### src/rtl/otter_pkg.sv
// rtl/otter_pkg.sv - shared types for the instruction fetch stage
package otter_pkg;

    typedef enum logic [1:0] {
        PC_PLUS4  = 2'b00,
        PC_JALR   = 2'b01,
        PC_BRANCH = 2'b10,
        PC_JAL    = 2'b11
    } pc_source_t;

    typedef enum logic [0:0] {
        RUN  = 1'b0,
        HOLD = 1'b1
    } fetch_state_t;

    function automatic logic [31:0] word_align(input logic [31:0] addr);
        return {addr[31:2], 2'b00};
    endfunction

endpackage

### src/rtl/pc_sel_mux.sv
// rtl/pc_sel_mux.sv - next-pc select: sequential pc+4 or word-aligned redirect target
module pc_sel_mux
    import otter_pkg::*;
(
    input  logic [31:0] pc,
    input  logic        redirect,
    input  logic [1:0]  pc_source,
    input  logic [31:0] jalr_target,
    input  logic [31:0] branch_target,
    input  logic [31:0] jal_target,
    output logic [31:0] next_pc
);

    logic [31:0] pc_plus4;

    always_comb begin
        pc_plus4 = pc + 32'd4;
        next_pc  = pc_plus4;
        // pc_source only matters while a redirect is being taken
        if (redirect) begin
            case (pc_source)
                PC_JALR:   next_pc = word_align(jalr_target);
                PC_BRANCH: next_pc = word_align(branch_target);
                PC_JAL:    next_pc = word_align(jal_target);
                default:   next_pc = pc_plus4;
            endcase
        end
    end

endmodule

### src/rtl/fetch_stage.sv
// rtl/fetch_stage.sv - instruction fetch with stall skid and flush, feeding the IF/DE register
module fetch_stage
    import otter_pkg::*;
#(
    parameter logic [31:0] RESET_VEC = 32'h0000_0000
) (
    input  logic        CLK,
    input  logic        RST,
    input  logic        load_use_haz,
    input  logic        control_haz,
    input  logic [1:0]  pc_source,
    input  logic [31:0] jalr_target,
    input  logic [31:0] branch_target,
    input  logic [31:0] jal_target,
    output logic [31:0] imem_addr,
    output logic        imem_rden,
    input  logic [31:0] imem_data,
    output logic [31:0] de_pc,
    output logic [31:0] de_ir,
    output logic        de_valid
);

    logic [31:0]  pc;
    logic [31:0]  skid;
    logic [31:0]  next_pc;
    fetch_state_t state;

    pc_sel_mux u_pc_sel_mux (
        .pc            (pc),
        .redirect      (control_haz),
        .pc_source     (pc_source),
        .jalr_target   (jalr_target),
        .branch_target (branch_target),
        .jal_target    (jal_target),
        .next_pc       (next_pc)
    );

    assign imem_addr = pc;
    assign imem_rden = ~control_haz & ~load_use_haz;
    // memory output moves on once the stall cycle passes, so HOLD replays the captured word
    assign de_ir     = (state == HOLD) ? skid : imem_data;

    always_ff @(posedge CLK) begin
        if (RST) begin
            pc       <= RESET_VEC;
            de_pc    <= 32'h0000_0000;
            de_valid <= 1'b0;
            skid     <= 32'h0000_0000;
            state    <= RUN;
        end else if (control_haz) begin
            pc       <= next_pc;
            de_valid <= 1'b0;
            state    <= RUN;
        end else if (load_use_haz) begin
            if (state == RUN) begin
                skid  <= imem_data;
                state <= HOLD;
            end
        end else begin
            de_pc    <= pc;
            de_valid <= 1'b1;
            pc       <= next_pc;
            state    <= RUN;
        end
    end

endmodule

### config.mk
export PLATFORM = sky130hd
export DESIGN_NAME = fetch_stage
export DESIGN_NICKNAME = d
export VERILOG_FILES = /design/src/rtl/otter_pkg.sv /design/src/rtl/pc_sel_mux.sv /design/src/rtl/fetch_stage.sv
export SDC_FILE = /design/constraint.sdc
export NUM_CORES = 1
export LEC_CHECK = 0
export CORE_MARGIN = 2
export CORE_UTILIZATION = 37
export CTS_CLUSTER_SIZE = 30
export DETAILED_ROUTE_END_ITERATION = 8
export HOLD_SLACK_MARGIN = 0.06
export MAX_ROUTING_LAYER = met4
export PLACE_DENSITY = 0.73
export REMOVE_ABC_BUFFERS = 1
export SLEW_MARGIN = 20
export SYNTH_ARGS = -nofsm -noshare
export SYNTH_HDL_FRONTEND = slang
export SYNTH_SLANG_ARGS = --single-unit
### constraint.sdc
create_clock -name CLK -period 2.1 [get_ports CLK]
set_input_delay 0.42 -clock CLK [delete_from_list [all_inputs] [get_ports CLK]]
set_output_delay 0.42 -clock CLK [all_outputs]
set_load 0.01 [all_outputs]
==> run summary <==
sw frac: 0.262
Final #Nets: 1020
post-route ant nets: 0
DR WL/cell: 16.9 µm
core area: 0.0133 mm²
Pwr Density: 623 mW/mm²
cell area after layout: 0.00804 mm²
Detailed Place HPWL: 13600 µm
root buffer cell: clkbuf_16
total power: 5.01 mW
P&R area growth vs syn: 58.4%
Post-Route WL: 18100 µm
H-tree depth: 3
largest net degree at the start of global routing: 44
async set-or-reset flop fraction in the synthesized netlist: 0
clock power share: 0.375
Die Span X: 121 µm
syn avg cell area: 7.79 µm²
critical path's slowest cell: mux2_2
vias: 5787
CP arrival: 1.60 ns
First-pass DRT Iterations: 5
I/O Pins: 232
flops & latches, synth: 94
post-synth top area share: 0.371
Worst Path Required: 1.68 ns
most common cell after layout, fill and taps aside: clkdlybuf4s50_1
final core occ: 0.605
remaining routing DRC violations: 0
dpl ws: -0.147 ns
Crit Path Max Fanout: 32
RePlAce Congestion: 0.938
Setup Fix Bufs, Post-CTS: 0
Critical Path Start Type: flip-flop
Yosys cell types: 60
Tmin final: 2.02 ns
slowest stage delay, CP: 0.39 ns
die area: 0.0147 mm²
skew final: 0.00324 ns
Via density: 5.43
Initial Utilization: 0.382
clk buf depth: 2
chip height: 121 µm
GR Util All Layers: 0.247
Slew HR: 0.620
biggest area consumer among synthesized cells: dfxtp_1
critical path, cell by cell: buf_12 -> mux2_2 -> dlygate4sd2_1
CTS Sinks: 94
Syn Std Cell Area: 0.00508 mm²
CTS tree: yes
RSZ-0062 raised after global routing: no
CTS Buf Count: 9
first-pass GRT wire length: 27900 µm
vias in the first global route: 5527
most frequent cells in the layout: clkdlybuf4s50_1 (186), nand2_1 (94), dfxtp_1 (93), nor2_1 (89), buf_4 (59)
Synth area leaders: dfxtp_1 (37%), mux2_2 (9.3%), nand2_1 (7.0%)
part of the power in registers: 0.397
share of post-route cells with drive strength above 1: 0.152
switching power: 1.31 mW
hold_ws: 0.399 ns
max-cap violation count: 0
initial antenna violation count: 0
Cells after Synth: 652
# rows: 42
status: finished, final reports clean
clk_lat worst skew: 0.34 ns
Final Setup Violations: 0
delay-heaviest family, CP: buffers and inverters
Synth Flop Type: dfxtp_1
I/O Buffers: 221
LEAKAGE: 3.11 nW
Yosys warning total: 0
EDFF count, synth: 0
Worst Tran Pin Value: 0.568 ns
crit share post-route: 0.962
buffers and inverters on the worst path: 2
antenna cell count: 0
Area after DPL: 0.00773 mm²
clk slew on worst S/H paths: 0.07 ns
Max VDD drop: 0.394 mV
grt ovf: 0
CP Class: reg2out
initial DRC count: 385
type of the most critical hold path: in2reg
sequential fraction of the synthesis area: 0.371
setup ws final: 0.0801 ns
Internal Power: 3.69 mW
Hold Fails Final Rpt: 0
crit end category: output pin
combinational fraction of design power: 0.229
fmax: 0.495 GHz
Max Slew Vio Count: 0
[synthesized netlist by cell type (7+ instances only)]
cell,count
dfxtp_1,94
nand2_1,94
nor2_1,89
a21oi_1,55
clkbuf_1,42
mux2_2,42
nor3_1,38
o21ai_0,34
mux2i_1,18
nand3_1,10
nand4_1,10
a22o_1,8
buf_2,8
and3_1,7
inv_1,7
[sequential cells by signal (all words and copies together) (netlist names)]
| name | count |
|---|---|
| de_pc | 30 |
| imem_addr | 30 |
| skid | 32 |
| state | 1 |
| de_valid | 1 |
[area by class of cell]
type                            count  area [µm²]
Multi-Input combinational cell    492        2930
Clock buffer                        9         225
Tap cell                          176         220
Fill cell                        1170        5260
Sequential cell                    94        1880
Inverter                            7        26.3
Clock inverter                      7         120
Timing Repair Buffer              281        2640
[worst paths after layout]
path              slack, ns                    endpoint                      start  cells after the start
setup reg to reg       0.12  imem_addr[24]$_SDFFE_PP0N_  imem_addr[2]$_SDFFE_PP0N_                      7
hold / removal         0.40      de_pc[16]$_SDFFE_PP0P_                        RST                      2
setup / recovery       0.08                   de_ir[30]           state$_SDFF_PP0_                      3
hold reg to reg        0.45       de_pc[8]$_SDFFE_PP0P_      de_pc[8]$_SDFFE_PP0P_                      2
[stage by stage]
step	setup TNS [ns]	std cells
after floorplan	-23.31	593
after global placement	-0.671	1050
after detailed placement	-0.966	1050
after CTS	0	1066
after global routing	0	1066
final	0	1066
[worst reg2reg max path, delay by kind of cell, from the launching register on]
family	cells	cell delay (ns)
compound gates	3	0.58
fa+ha+maj	1	0.20
buf+inv	1	0.23
flops	1	0.40
simple gates	2	0.45
[repair_timing]
action / CTS / global route
setup endpoints to repair: 33 / 2
hold buffers: 0 / 0
resized for setup: 33 / 1
[cell families (layout without fill, tap and decap cells)]
kind of cell,after synthesis,count (layout),synth area share
xor gates and xnor gates,2,2,0.00345
buffers and inverters,69,304,0.0582
DFF,94,94,0.371
muxes,61,61,0.133
and+or+nand+nor,270,270,0.237
other,1,4,0.000739
adders and majority gates,1,1,0.00246
AOI/OAI and AO/OA,154,154,0.195
[power by group through the flow]
stage / Sequential [mW] / Combinational (mW) / Clock (mW)
after floorplan: 2.04 / 0.412 / 0
after global placement: 2.02 / 1.15 / 0
after detailed placement: 2.02 / 1.17 / 0
after CTS: 1.98 / 1.15 / 1.92
after global routing: 2.00 / 1.24 / 1.99
final: 1.99 / 1.15 / 1.88
[layer usage]
metal  vias up  track usage  part of all wire
met2       294        0.412              0.48
met4         0       0.0790             0.017
li1       2765            -                 -
met1      2698        0.308              0.43
met5         -            -                 0
met3        30       0.0371             0.078
Power figures use the tool's default switching activity.
